`src/rtl/sccb_init_sequencer.sv`:
```
// SCCB bit-clock divider plus table-driven register init sequencer with
// delay/end-marker entries, NACK/timeout retry and per-run status.
//
// state    | meaning
// ---------+------------------------------------------------------------
// IDLE     | waiting for start after reset
// FETCH    | table index presented, ROM read in flight
// DECODE   | classify entry: end, delay or register write
// ISSUE    | raise write request, arm timeout
// WAIT_ACK | write request held, waiting for completion or timeout
// WAIT_REL | waiting for master to drop complete
// DELAY    | counting down delay ticks
// DONE     | run finished cleanly
// ERROR    | run aborted after exhausting retries
module sccb_init_sequencer #(
  parameter int CLK_DIV       = 64,
  parameter int NUM_REGS      = 16,
  parameter int IDX_W         = $clog2(NUM_REGS + 1),
  parameter int MAX_RETRY     = 3,
  parameter int TIMEOUT_TICKS = 64,
  parameter int DELAY_UNIT    = 256
) (
  input  logic             Clk,
  input  logic             Reset,
  input  logic             start,
  output logic [IDX_W-1:0] tbl_addr,
  input  logic [15:0]      tbl_data,
  output logic             sccb_clk,
  output logic             sccb_tick,
  output logic [7:0]       sccb_addr,
  output logic [7:0]       sccb_data,
  output logic             sccb_w3,
  input  logic             sccb_complete,
  input  logic             sccb_nack,
  output logic             busy,
  output logic             done,
  output logic             error,
  output logic [IDX_W-1:0] err_idx,
  output logic [IDX_W-1:0] wr_count
);

  localparam int DIV_W = $clog2(CLK_DIV);
  localparam int DLY_W = 8 + $clog2(DELAY_UNIT);
  localparam int TO_W  = $clog2(TIMEOUT_TICKS + 1);
  localparam int RTY_W = (MAX_RETRY > 0) ? $clog2(MAX_RETRY + 1) : 1;

  typedef enum logic [3:0] {
    S_IDLE, S_FETCH, S_DECODE, S_ISSUE, S_WAIT_ACK,
    S_WAIT_REL, S_DELAY, S_DONE, S_ERROR
  } state_t;

  state_t           state;
  logic [DIV_W-1:0] div_cnt;
  logic [IDX_W-1:0] idx;
  logic [RTY_W-1:0] retry;
  logic [TO_W-1:0]  to_cnt;
  logic [DLY_W-1:0] dly_cnt;
  logic             cmp_d;
  logic             cmp_rise;

  assign tbl_addr = idx;
  assign cmp_rise = sccb_complete & ~cmp_d;

  always_ff @(posedge Clk) begin
    if (!Reset) begin
      div_cnt   <= '0;
      sccb_clk  <= 1'b0;
      sccb_tick <= 1'b0;
    end else if (div_cnt == DIV_W'(CLK_DIV - 1)) begin
      div_cnt   <= '0;
      sccb_clk  <= ~sccb_clk;
      sccb_tick <= 1'b1;
    end else begin
      div_cnt   <= div_cnt + 1'b1;
      sccb_tick <= 1'b0;
    end
  end

  always_ff @(posedge Clk) begin
    if (!Reset) begin
      state     <= S_IDLE;
      idx       <= '0;
      retry     <= '0;
      to_cnt    <= '0;
      dly_cnt   <= '0;
      cmp_d     <= 1'b0;
      sccb_addr <= '0;
      sccb_data <= '0;
      sccb_w3   <= 1'b0;
      busy      <= 1'b0;
      done      <= 1'b0;
      error     <= 1'b0;
      err_idx   <= '0;
      wr_count  <= '0;
    end else begin
      cmp_d <= sccb_complete;
      case (state)
        S_IDLE, S_DONE, S_ERROR: begin
          if (start) begin
            idx      <= '0;
            retry    <= '0;
            wr_count <= '0;
            done     <= 1'b0;
            error    <= 1'b0;
            busy     <= 1'b1;
            state    <= S_FETCH;
          end
        end
        S_FETCH: state <= S_DECODE;
        S_DECODE: begin
          if (idx == IDX_W'(NUM_REGS) || tbl_data == 16'hFFFF) begin
            busy  <= 1'b0;
            done  <= 1'b1;
            state <= S_DONE;
          end else if (tbl_data[15:8] == 8'hFE) begin
            dly_cnt <= DLY_W'(tbl_data[7:0]) * DLY_W'(DELAY_UNIT);
            state   <= S_DELAY;
          end else begin
            sccb_addr <= tbl_data[15:8];
            sccb_data <= tbl_data[7:0];
            state     <= S_ISSUE;
          end
        end
        S_ISSUE: begin
          sccb_w3 <= 1'b1;
          to_cnt  <= TO_W'(TIMEOUT_TICKS);
          state   <= S_WAIT_ACK;
        end
        S_WAIT_ACK: begin
          // A completion wins over a timeout landing in the same cycle.
          if (cmp_rise && !sccb_nack) begin
            sccb_w3  <= 1'b0;
            wr_count <= wr_count + 1'b1;
            idx      <= idx + 1'b1;
            retry    <= '0;
            state    <= S_WAIT_REL;
          end else if (cmp_rise || to_cnt == '0) begin
            sccb_w3 <= 1'b0;
            if (retry == RTY_W'(MAX_RETRY)) begin
              err_idx <= idx;
              error   <= 1'b1;
              busy    <= 1'b0;
              state   <= S_ERROR;
            end else begin
              retry <= retry + 1'b1;
              // A timed-out master never raised complete, so no release wait.
              state <= cmp_rise ? S_WAIT_REL : S_ISSUE;
            end
          end else if (sccb_tick) begin
            to_cnt <= to_cnt - 1'b1;
          end
        end
        S_WAIT_REL: begin
          if (!sccb_complete) state <= (retry != '0) ? S_ISSUE : S_FETCH;
        end
        S_DELAY: begin
          if (dly_cnt == '0) begin
            idx   <= idx + 1'b1;
            state <= S_FETCH;
          end else if (sccb_tick) begin
            dly_cnt <= dly_cnt - 1'b1;
          end
        end
        default: state <= S_IDLE;
      endcase
    end
  end

endmodule
```
`config.mk`:
```
export PLATFORM = sky130hd
export DESIGN_NAME = sccb_init_sequencer
export DESIGN_NICKNAME = d
export VERILOG_FILES = /design/src/rtl/sccb_init_sequencer.sv
export SDC_FILE = /design/constraint.sdc
export NUM_CORES = 1
export LEC_CHECK = 0
export ABC_AREA = 1
export BUFFER_PORTS_ARGS = -buffer_cell sky130_fd_sc_hd__buf_2
export CELL_PAD_IN_SITES_DETAIL_PLACEMENT = 2
export CELL_PAD_IN_SITES_GLOBAL_PLACEMENT = 2
export CORE_ASPECT_RATIO = 1.4
export CORE_MARGIN = 3
export CORE_UTILIZATION = 35
export CTS_BUF_LIST = sky130_fd_sc_hd__clkbuf_2 sky130_fd_sc_hd__clkbuf_4 sky130_fd_sc_hd__clkbuf_8
export DETAILED_ROUTE_END_ITERATION = 8
export PLACE_DENSITY_LB_ADDON = 0.1
export SLEW_MARGIN = 0
export SYNTH_ARGS = -nofsm -noshare
export SYNTH_HDL_FRONTEND = slang
export SYNTH_SLANG_ARGS = --single-unit
```
`constraint.sdc`:
```
create_clock -name Clk -period 5.09 [get_ports Clk]
set_clock_uncertainty 0.1 [all_clocks]
set_input_delay 1.018 -clock Clk [delete_from_list [all_inputs] [get_ports Clk]]
set_output_delay 1.018 -clock Clk [all_outputs]
set_load 0.1 [all_outputs]
```
==> results of run 1 <==
-- kinds of logic (layout without fill, tap and decap cells) --
logic type | count (synthesis) | count (layout) | synth area share (%)
AND/OR/NAND/NOR | 294 | 294 | 33.5
AO/OA/AOI/OAI | 101 | 101 | 13.8
buffers and inverters | 84 | 145 | 8.69
flip-flops | 73 | 73 | 37.9
XOR/XNOR | 14 | 14 | 3.18
adder cells (fa/ha/maj) | 9 | 9 | 2.92
-- synth_stat cells, drive strengths merged --
cell type,instances
or2,1
a31oi,1
dfxtp,73
clkbuf,8
nand3b,4
and3,1
clkinv,3
ha,9
a211oi,1
o211ai,1
nor2,84
o21ai,37
xnor2,7
nand3,36
buf,5
nand4,9
inv,68
nand2,154
xor2,7
a21oi,60
nor3,5
o21a,1
-- power breakdown --
group	total, mW	internal, mW	switching (mW)
logic	1.33	0.325	1.00
clock network	0.531	0.291	0.240
registers	0.759	0.670	0.0893
total	2.62	1.29	1.33
-- sequential cells by signal (all words and copies together), names as in the netlist --
name       flops
dly_cnt       16
sccb_addr      8
sccb_data      8
to_cnt         7
div_cnt        6
err_idx        5
tbl_addr       5
wr_count       5
state          4
retry          2
busy           1
cmp_d          1
done           1
error          1
sccb_clk       1
sccb_tick      1
sccb_w3        1
-- per-layer routing --
metal / routed length [microns] / GRT usage (%)
met1: 4870 / 21.9
met2: 7190 / 44.1
met3: 261 / 3.29
met4: 167 / 6.29
met5: 0 / 0
-- through the flow --
stage / worst slack (ps) / cells / util [%] / instance area [sq um] / hold slack (ps)
final: 2180 / 774 / 42.5 / 4490 / 345
after global routing: 1860 / 774 / 42.5 / 4490 / 375
after CTS: 2160 / 774 / 42.5 / 4490 / 352
after detailed placement: 1800 / 758 / 40.3 / 4260 / 339
after global placement: 2050 / 758 / 40.3 / 4260 / 330
after floorplan: 2700 / 575 / - / 3860 / 330
-- layout make-up --
type / instances / area (sq um)
sequential: 73 / 1460
tap: 138 / 173
clock inverter: 6 / 90.1
inverter: 71 / 273
clock buffer: 10 / 138
multi-input combinational: 418 / 2060
fill: 1364 / 6080
timing repair buffer: 58 / 293
-- critical path, delay by kind of cell --
family / cells / cell delay (ps)
AO/OA/AOI/OAI: 2 / 660
buffers and inverters: 3 / 250
AND/OR/NAND/NOR: 4 / 1090
-- path summary, 6_finish.rpt --
kind | start | end | slack (ps) | cells after the start
max | tbl_data[11] | sccb_data[4] | 2180 | 9
min | sccb_addr[4] | sccb_addr[4] | 340 | 2
max reg2reg | state[2] | sccb_data[4] | 2250 | 6
min reg2reg | sccb_addr[4] | sccb_addr[4] | 340 | 2
==> results.sh, run 1 <==
export IMPL_hold_buffers=0
export IMPL_yosys_warnings=0
export IMPL_seq_area_frac_synth_pct=37.9
export IMPL_min_period_ps=2910
export IMPL_fin_crit_sh_pct=57.2
export IMPL_grt_use_total_pct=21.6
export IMPL_drcViolationCount=0
export IMPL_antenna_left=0
export IMPL_num_antenna_cells=0
export IMPL_cp_start_kind="input pin"
export IMPL_vdd_drop_max_mv=0.186
export IMPL_routabilityCongestion=0.823
export IMPL_synth_fp_nets=605
export IMPL_max_slew_margin_pct=24.7
export IMPL_synth_top_area_share_pct=37.9
export IMPL_path_class="input pin to flip-flop"
export IMPL_p_per_area_nw_per_um2=583
export IMPL_path_cells="buf_2, nand2_1, inv_1, nand3_1, nor2_1, inv_1, nand4_1, o21ai_0, a21oi_1"
export IMPL_grt_pass1_wl_mm=20.8
export IMPL_cts_root_buf="clkbuf_8"
export IMPL_hold_viol_final=0
export IMPL_overflow=0
export IMPL_clk_latency_ps=360
export IMPL_slowest_delay_ps=870
export IMPL_tightestPinTransition_ps=1130
export IMPL_synth_top_cell_by_area="dfxtp_1"
export IMPL_vias=3961
export IMPL_cts_resized_gates=0
export IMPL_grt_pass1_vias=4396
export IMPL_viasPerCell=5.12
export IMPL_path_clk_slew_ps=80
export IMPL_drtIter0Drc=63
export IMPL_fmax_mhz=344
export IMPL_drt_wl_total_mm=12.5
export IMPL_cts_setup_buffers=0
export IMPL_syn_to_final_growth_pct=16.3
export IMPL_drive_above_1_share_pct=16.7
export IMPL_worstHoldPathType="flip-flop to flip-flop"
export IMPL_final_cell_mix="145 x nand2_1, 79 x nor2_1, 73 x dfxtp_1"
export IMPL_rsz0062_at_grt="false"
export IMPL_die_h_microns=130
export IMPL_synthCells=575
export IMPL_required_ps=5190
export IMPL_drtPass1Iterations=4
export IMPL_post_drt_wl_per_cell_microns=16.1
export IMPL_setup_viol=0
export IMPL_total_power_mw=2.62
export IMPL_antenna_found_initial=0
export IMPL_cts_max_level=3
export IMPL_cp_slowest_cell="nand4_1"
export IMPL_core_area_sq_um=10600
export IMPL_setup_tns_final_ps=0
export IMPL_outcome="finished clean"
export IMPL_top_level_ports=58
export IMPL_nNetsFinal=661
export IMPL_io_buffers=57
export IMPL_drv_cap=0
export IMPL_path_max_fanout=32
export IMPL_final_common_cell="nand2_1"
export IMPL_cts_tree="yes"
export IMPL_p_leak_nw=2.08
export IMPL_fp_row_count=44
export IMPL_clock_sinks=73
export IMPL_cts_made_buffers=9
export IMPL_path_common_cell="inv_1"
export IMPL_grt_max_degree=40
export IMPL_maxSlewViolCount=0
export IMPL_synthDistinctLibCells=39
export IMPL_dp_hpwl_mm=9.32
export IMPL_initial_core_util_pct=36.5
export IMPL_fp_dieW_microns=94.7
export IMPL_die_area_sq_um=12300
export IMPL_worstPathArrival_ps=3010
export IMPL_synth_seq_cells=73
export IMPL_syn_avg_cell_area_sq_um=6.71
export IMPL_cts_max_path_buffers=2
export IMPL_syn_cell_area_sq_um=3860
export IMPL_synth_area_top_cells="dfxtp_1 38%, nand2_1 14%, nor2_1 7.7%"
export IMPL_cp_end_kind="flip-flop"
No activity file was read; power rests on OpenSTA's default activity.
==> inputs of run 2 (changes only) <==
--- a/config.mk
+++ b/config.mk
@@ -11,7 +11,7 @@
 export CELL_PAD_IN_SITES_GLOBAL_PLACEMENT = 2
 export CORE_ASPECT_RATIO = 1.4
 export CORE_MARGIN = 3
-export CORE_UTILIZATION = 35
+export CORE_UTILIZATION = 32
 export CTS_BUF_LIST = sky130_fd_sc_hd__clkbuf_2 sky130_fd_sc_hd__clkbuf_4 sky130_fd_sc_hd__clkbuf_8
 export DETAILED_ROUTE_END_ITERATION = 8
 export PLACE_DENSITY_LB_ADDON = 0.1
==> constraint.sdc (replaced) <==
create_clock -name Clk -period 2.8 [get_ports Clk]
set_clock_uncertainty 0.1 [all_clocks]
set_input_delay 0.56 -clock Clk [delete_from_list [all_inputs] [get_ports Clk]]
set_output_delay 0.56 -clock Clk [all_outputs]
set_load 0.1 [all_outputs]
==> results.sh, run 2 (synthesis results as in run 1) <==
export IMPL_outcome="finished clean"
export IMPL_cts_tree="yes"
export IMPL_path_class="flip-flop to flip-flop"
export IMPL_fp_dieW_microns=98.8
export IMPL_worst_hold_slack_ps=347
export IMPL_fin_util_pct=39.0
export IMPL_largest_register_ffs=16
export IMPL_min_period_ps=2080
export IMPL_ff2ff_path_depth=10
export IMPL_final_cell_mix="145 x nand2_1, 79 x nor2_1, 73 x dfxtp_1"
export IMPL_overflow=0
export IMPL_rrSetupSlack_ps=720
export IMPL_worstHoldPathType="flip-flop to flip-flop"
export IMPL_drtIter0Drc=62
export IMPL_antenna_left=0
export IMPL_setup_tns_final_ps=0
export IMPL_cts_root_buf="clkbuf_8"
export IMPL_drtPass1Iterations=4
export IMPL_drt_wl_total_mm=12.3
export IMPL_clk_latency_ps=350
export IMPL_drive_above_1_share_pct=17.1
export IMPL_path_max_fanout=15
export IMPL_cts_max_level=3
export IMPL_fin_crit_sh_pct=74.2
export IMPL_endpoint="dly_cnt[8]"
export IMPL_grt_max_degree=39
export IMPL_antenna_found_initial=0
export IMPL_syn_to_final_growth_pct=17.0
export IMPL_num_antenna_cells=0
export IMPL_dp_cells=768
export IMPL_tightestPinTransition_ps=524
export IMPL_post_drt_wl_per_cell_microns=15.7
export IMPL_place_ws_ps=650
export IMPL_rsz0062_at_grt="false"
export IMPL_cts_max_path_buffers=2
export IMPL_final_cells=783
export IMPL_vias=3911
export IMPL_nNetsFinal=665
export IMPL_cts_resized_gates=0
export IMPL_cp_start_kind="flip-flop"
export IMPL_top_regs="dly_cnt x16, sccb_addr x8, sccb_data x8"
export IMPL_cp_end_kind="flip-flop"
export IMPL_cts_setup_buffers=0
export IMPL_r2r_start="dly_cnt[0]"
export IMPL_reg2reg_to="dly_cnt[8]"
export IMPL_setup_viol=0
export IMPL_fmax_mhz=481
export IMPL_viasPerCell=4.99
export IMPL_postLayoutCellArea_sq_um=4520
export IMPL_initial_core_util_pct=33.4
export IMPL_drcViolationCount=0
export IMPL_cts_made_buffers=9
export IMPL_startpoint="dly_cnt[0]"
export IMPL_grt_pass1_wl_mm=21.0
export IMPL_placed_area_sq_um=4300
export IMPL_hold_viol_final=0
export IMPL_top_level_ports=58
export IMPL_max_slew_margin_pct=65.0
export IMPL_path_clk_slew_ps=80
export IMPL_grt_pass1_vias=4346
export IMPL_core_area_sq_um=11600
export IMPL_final_common_cell="nand2_1"
export IMPL_required_ps=2950
export IMPL_vdd_drop_max_mv=0.339
export IMPL_grt_use_total_pct=19.4
export IMPL_worstPathArrival_ps=2230
export IMPL_drv_cap=0
export IMPL_p_leak_nw=2.09
export IMPL_die_h_microns=136
export IMPL_p_per_area_nw_per_um2=1050
export IMPL_regMostFlops="dly_cnt"
export IMPL_die_area_sq_um=13400
export IMPL_io_buffers=57
export IMPL_maxSlewViolCount=0
export IMPL_routabilityCongestion=0.800
export IMPL_worst_slack_ps=722
export IMPL_total_power_mw=4.73
export IMPL_fp_row_count=46
export IMPL_hold_buffers=0
export IMPL_clock_sinks=73
export IMPL_dp_hpwl_mm=9.58
[run 2: changes by cell type in the layout (fill, tap and decap cells not counted), sizes merged]
cell | before | now
clkbuf | 10 | 9
buf | 58 | 62
clkinv | 5 | 4
clkinvlp | 1 | 2
[run 2: worst max-delay path, stage by stage, from the launching register on]
cell	delay (ps)
dfxtp_1	390
inv_1	100
ha_1	230
nand2_1	170
nor2_1	70
nand2_1	110
nand2_4	90
a21oi_4	260
nand2_4	190
o21ai_0	210
nor2_1	60
[run 2: cell type report]
type                            instances  area, sq um
Clock buffer                            9          124
Inverter                               71          273
Fill cell                            1448         7050
Sequential cell                        73         1460
Clock inverter                          6         92.6
Tap cell                              144          180
Timing Repair Buffer                   62          323
Multi-Input combinational cell        418         2060
[run 2: routing by layer]
layer	wire length [microns]	up-vias	global-route usage [%]	share of wire (%)
met4	129	0	5.47	1.0
met1	4870	1917	20.3	40
met2	7040	35	39.0	57
li1	-	1949	-	-
met3	261	10	2.82	2.1
met5	0	-	0	0
[run 2: worst min path at each step]
| stage | start | endpoint | slack, ps | cells after the start |
|---|---|---|---|---|
| 2_1_floorplan | div_cnt[0] | div_cnt[0] | 330 | 1 |
| 3_3_place_gp | sccb_addr[4] | sccb_addr[4] | 330 | 2 |
| 3_5_place_dp | sccb_data[6] | sccb_data[6] | 340 | 2 |
| 4_1_cts | sccb_data[6] | sccb_data[6] | 350 | 2 |
| 5_1_grt | sccb_addr[6] | sccb_addr[6] | 370 | 2 |
| 6_report | sccb_addr[0] | sccb_addr[0] | 350 | 2 |
[run 2: power breakdown]
part | total (mW) | internal (mW) | switching, mW
Sequential | 1.37 | 1.22 | 0.154
Clock | 0.940 | 0.501 | 0.438
Combinational | 2.42 | 0.605 | 1.82
